===== config.mk =====
export PLATFORM = sky130hd
export DESIGN_NAME = points_display
export DESIGN_NICKNAME = d
export VERILOG_FILES = /design/src/rtl/points_display.sv
export SDC_FILE = /design/constraint.sdc
export NUM_CORES = 1
export LEC_CHECK = 0
export ABC_AREA = 1
export CAP_MARGIN = 15
export CORE_MARGIN = 2
export CORE_UTILIZATION = 55
export DETAILED_ROUTE_END_ITERATION = 16
export HOLD_SLACK_MARGIN = 0.12
export MAX_ROUTING_LAYER = met4
export PLACE_DENSITY = 0.79
export REMOVE_ABC_BUFFERS = 1
export SYNTH_ARGS = -nofsm -noshare
export SYNTH_HDL_FRONTEND = slang
export SYNTH_SLANG_ARGS = --single-unit

===== constraint.sdc =====
create_clock -name clock -period 5.4 [get_ports clock]
set_input_delay 1.08 -clock clock [delete_from_list [all_inputs] [get_ports clock]]
set_output_delay 1.08 -clock clock [all_outputs]
set_load 0.005 [all_outputs]

===== src/rtl/points_display.sv =====
// Captures an 8-bit score, converts it to BCD by shift-add-3,
// and drives three active-low 7-segment digits.
module points_display #(
  parameter int P_POINTS = 8,
  parameter bit P_BLANK  = 1'b1
) (
  input  logic                clock,
  input  logic                reset,
  input  logic [P_POINTS-1:0] points,
  input  logic                load,
  output logic                busy,
  output logic                done,
  output logic [6:0]          hex2,
  output logic [6:0]          hex1,
  output logic [6:0]          hex0
);

  localparam int CW = $clog2(P_POINTS + 1);
  localparam logic [6:0] SEG_OFF  = 7'b1111111;
  localparam logic [6:0] SEG_ZERO = 7'b1000000;
  localparam logic [6:0] SEG_LEAD =
    P_BLANK ? SEG_OFF : SEG_ZERO;

  typedef enum logic [1:0] {
    IDLE,
    CONV,
    SHOW
  } state_t;

  state_t              state_q, state_d;
  logic [P_POINTS-1:0] shift_q, shift_d;
  logic [11:0]         bcd_q, bcd_d;
  logic [11:0]         adj;
  logic [CW-1:0]       cnt_q, cnt_d;
  logic                busy_q, busy_d;
  logic                done_q, done_d;
  logic [6:0]          hex2_q, hex2_d;
  logic [6:0]          hex1_q, hex1_d;
  logic [6:0]          hex0_q, hex0_d;

  function automatic logic [6:0] seg7(
    input logic [3:0] d
  );
    logic [6:0] s;
    unique case (d)
      4'd0:    s = 7'b1000000;
      4'd1:    s = 7'b1111001;
      4'd2:    s = 7'b0100100;
      4'd3:    s = 7'b0110000;
      4'd4:    s = 7'b0011001;
      4'd5:    s = 7'b0010010;
      4'd6:    s = 7'b0000010;
      4'd7:    s = 7'b1111000;
      4'd8:    s = 7'b0000000;
      4'd9:    s = 7'b0010000;
      default: s = 7'b1111111;
    endcase
    return s;
  endfunction

  // Add 3 to every BCD nibble of 5 or more before the shift
  always_comb begin
    adj = bcd_q;
    for (int i = 0; i < 3; i++) begin
      if (bcd_q[4*i +: 4] >= 4'd5)
        adj[4*i +: 4] = bcd_q[4*i +: 4] + 4'd3;
    end
  end

  // Next-state logic; digits are latched on the final shift
  always_comb begin
    state_d = state_q;
    shift_d = shift_q;
    bcd_d   = bcd_q;
    cnt_d   = cnt_q;
    busy_d  = busy_q;
    done_d  = 1'b0;
    hex2_d  = hex2_q;
    hex1_d  = hex1_q;
    hex0_d  = hex0_q;
    unique case (state_q)
      IDLE: begin
        if (load) begin
          shift_d = points;
          bcd_d   = '0;
          cnt_d   = '0;
          busy_d  = 1'b1;
          state_d = CONV;
        end
      end
      CONV: begin
        bcd_d   = {adj[10:0], shift_q[P_POINTS-1]};
        shift_d = {shift_q[P_POINTS-2:0], 1'b0};
        cnt_d   = cnt_q + CW'(1);
        if (cnt_q == CW'(P_POINTS - 1)) begin
          state_d = SHOW;
          busy_d  = 1'b0;
          done_d  = 1'b1;
          hex0_d  = seg7(bcd_d[3:0]);
          hex1_d  = seg7(bcd_d[7:4]);
          hex2_d  = seg7(bcd_d[11:8]);
          if (P_BLANK && bcd_d[11:8] == 4'd0) begin
            hex2_d = SEG_OFF;
            if (bcd_d[7:4] == 4'd0)
              hex1_d = SEG_OFF;
          end
        end
      end
      SHOW: begin
        state_d = IDLE;
      end
      default: begin
        state_d = IDLE;
        busy_d  = 1'b0;
      end
    endcase
  end

  // State and registered outputs with synchronous reset
  always_ff @(posedge clock) begin
    if (!reset) begin
      state_q <= IDLE;
      shift_q <= '0;
      bcd_q   <= '0;
      cnt_q   <= '0;
      busy_q  <= 1'b0;
      done_q  <= 1'b0;
      hex2_q  <= SEG_LEAD;
      hex1_q  <= SEG_LEAD;
      hex0_q  <= SEG_ZERO;
    end else begin
      state_q <= state_d;
      shift_q <= shift_d;
      bcd_q   <= bcd_d;
      cnt_q   <= cnt_d;
      busy_q  <= busy_d;
      done_q  <= done_d;
      hex2_q  <= hex2_d;
      hex1_q  <= hex1_d;
      hex0_q  <= hex0_d;
    end
  end

  assign busy = busy_q;
  assign done = done_q;
  assign hex2 = hex2_q;
  assign hex1 = hex1_q;
  assign hex0 = hex0_q;

endmodule


==> results.py <==
metrics = {
    "yosys": {
        "synth_area_um2": 2810,
        "ys_ff_latch": 49,
        "yosysTopAreaCellShare_pct": 34.9,
        "synth_area_leaders": "dfxtp_1 35%, nand2_1 17%, ha_1 8.5%",
        "postSynthAreaPerCell_um2": 6.96,
        "syn_inst": 404,
        "yosys.area.top_type": "dfxtp_1",
        "ys_seq_area_share_pct": 34.9,
        "synth.distinct_cells": 32,
        "yosys_warnings": 0,
    },
    "setup_path": {
        "startpoint_type": "primary input",
        "path_max_fanout": 23,
        "r2r_slack_ns": 3.35,
        "required_ns": 5.60,
        "criticalPathCategory": "primary input to flop",
        "arrival_ns": 2.83,
        "cp-end-kind": "flop",
    },
    "die": {
        "die_height_um": 75.5,
        "fp.coreArea_um2": 5010,
        "initial_core_util_pct": 56.1,
        "die_width_um": 75.5,
        "io_pins": 34,
        "dieArea_um2": 5700,
        "rows": 26,
    },
    "final_layout": {
        "layout_common_cells": "128 x nand2_1, 49 x dfxtp_1, 43 x inv_1, 37 x a21oi_1, 33 x clkdlybuf4s50_1",
        "syn_to_final_growth_pct": 16.1,
        "post-route-util_pct": 65.2,
        "final_cell_area_um2": 3270,
        "nets": 462,
        "final_common_cell": "nand2_1",
        "fill_cells": 466,
        "antenna_cells": 0,
        "drive_gt1_share_pct": 9.70,
    },
    "timing": {
        "setup_viol": 0,
        "hold_viol_final": 0,
        "rsz0062_at_grt": "false",
        "fin_crit_ns": 2.63,
        "slew_violations": 0,
        "fmax_mhz": 381,
        "worst_pin_slew_ns": 0.919,
        "skew_ns": 0.00350,
        "fin_crit_sh_pct": 48.7,
        "fin_ws_ns": 2.77,
        "setup_tns_ns": 0,
        "relSlewSlack_pct": 38.6,
    },
    "route": {
        "wl_per_cell_um": 11.3,
        "met3_length_um": 219,
        "top_layer_used": "met4",
        "drtPass1Iterations": 4,
        "drtIter0Drc": 113,
        "drc": 0,
        "via_per_inst": 5.06,
        "drt-total-wl_mm": 5.69,
        "num_vias": 2547,
        "ant_nets": 0,
        "wl_met1_mm": 2.72,
        "dr_wl_met2_mm": 2.73,
    },
    "cts": {
        "cts_tree": "built",
        "clkLatencyLatePin_ns": 0.30,
        "cts_root_buf": "clkbuf_8",
        "cts_hold_buf": 0,
        "cts_resized": 0,
        "cts_inserted_buffers": 5,
        "clk_pin_slew_ns": 0.09,
        "post_cts_buffers": 0,
        "clkSinkCount": 49,
        "clockBufferDepth": 2,
        "htreeDepth": 2,
    },
    "place": {
        "dp_hpwl_mm": 4.01,
        "gp_congestion": 0.859,
        "dpl_cell_area_um2": 3160,
        "io_buffers": 33,
        "place_ws_ns": 2.44,
    },
    "run_status": {
        "status": "finished clean",
    },
    "global_routing": {
        "antenna_found_initial": 0,
        "overflow": 0,
        "grt_usage_pct": 21.6,
        "grt_pass1_vias": 2205,
        "grt_max_degree": 41,
        "grt_pass1_wl_mm": 9.40,
    },
    "pwr": {
        "power_density_nw_per_um2": 195,
        "p_leak_nw": 1.46,
        "p_total_w": 0.000636,
        "peakVddDrop_uv": 149,
    },
    "job": {
        "drv_cap": 0,
    },
    "min_path": {
        "hold_path.class": "flop to flop",
    },
}
per-layer routing:
layer,GRT usage (%),up-vias
li1,-,1353
met1,26.3,1143
met2,36.7,48
met3,5.29,3
met4,3.51,0
met5,-,-
power breakdown:
| group | switching (W) | internal (W) | leakage [nW] |
|---|---|---|---|
| Clock | 0.000124 | 0.0000901 | 0.0450 |
| Sequential | 0.00000491 | 0.000367 | 0.397 |
| Combinational | 0.0000298 | 0.0000195 | 1.01 |
stage by stage:
| stage | hold WS (ns) | cells |
|---|---|---|
| floorplan | 0.441 | 391 |
| global placement | 0.451 | 494 |
| detailed placement | 0.456 | 494 |
| CTS | 0.478 | 502 |
| global route | 0.490 | 503 |
| finish | 0.473 | 503 |
final timing paths:
path,startpoint,endpoint,cells past startpoint
max,load,cnt_q[2]$_SDFFE_PN0P_,6
min,hex2[4]$_SDFFE_PN1P_,hex2[4]$_SDFFE_PN1P_,2
min reg2reg,hex2[4]$_SDFFE_PN1P_,hex2[4]$_SDFFE_PN1P_,2
max reg2reg,bcd_q[4]$_SDFFE_PN0P_,hex1[1]$_SDFFE_PN1P_,13
worst max-delay path, stage by stage:
cell and delay, ns:
clkdlybuf4s50_1 0.40, nand2_1 0.07, nor2_1 0.14, nor2_2 0.74
nand2_1 0.11, a221oi_1 0.30
cells in the mapped netlist (all sizes together):
master and number:
nand4 7, nand3 30, dfxtp 49, nor3 2, o21ai 21, nand3b 2, inv 45, nand2 149
clkinv 2, clkbuf 5, nor2 19, a21oi 37, a22oi 2, a31oi 5, buf 8, o21a 1
ha 19, a221oi 1
final cells by class:
class                      instances  area (um2)  area share, %
multi-input combinational        295        1580           48.4
sequential                        49         981           30.0
timing repair buffer              34         358           11.0
inverter                          47         178           5.44
tap                               70        87.6           2.68
clock buffer                       6        72.6           2.22
clock inverter                     2        10.0          0.306
cell families (layout without fill, tap and decap cells):
| family | Yosys count | count (layout) | share of synthesized area, % |
|---|---|---|---|
| and+or+nand+nor | 209 | 209 | 34.9 |
| DFF | 49 | 49 | 34.9 |
| AOI/OAI and AO/OA | 67 | 67 | 12.8 |
| buffers and inverters | 60 | 89 | 8.94 |
| adders and majority gates | 19 | 19 | 8.45 |
state kept, by name, summed over array words and instances, names as in the netlist:
name,cells
hex2,7
done,1
hex1,7
cnt_q,4
shift_q,8
busy,1
state_q,2
hex0,7
bcd_q,12
No activity file was read; power rests on OpenSTA's default activity.
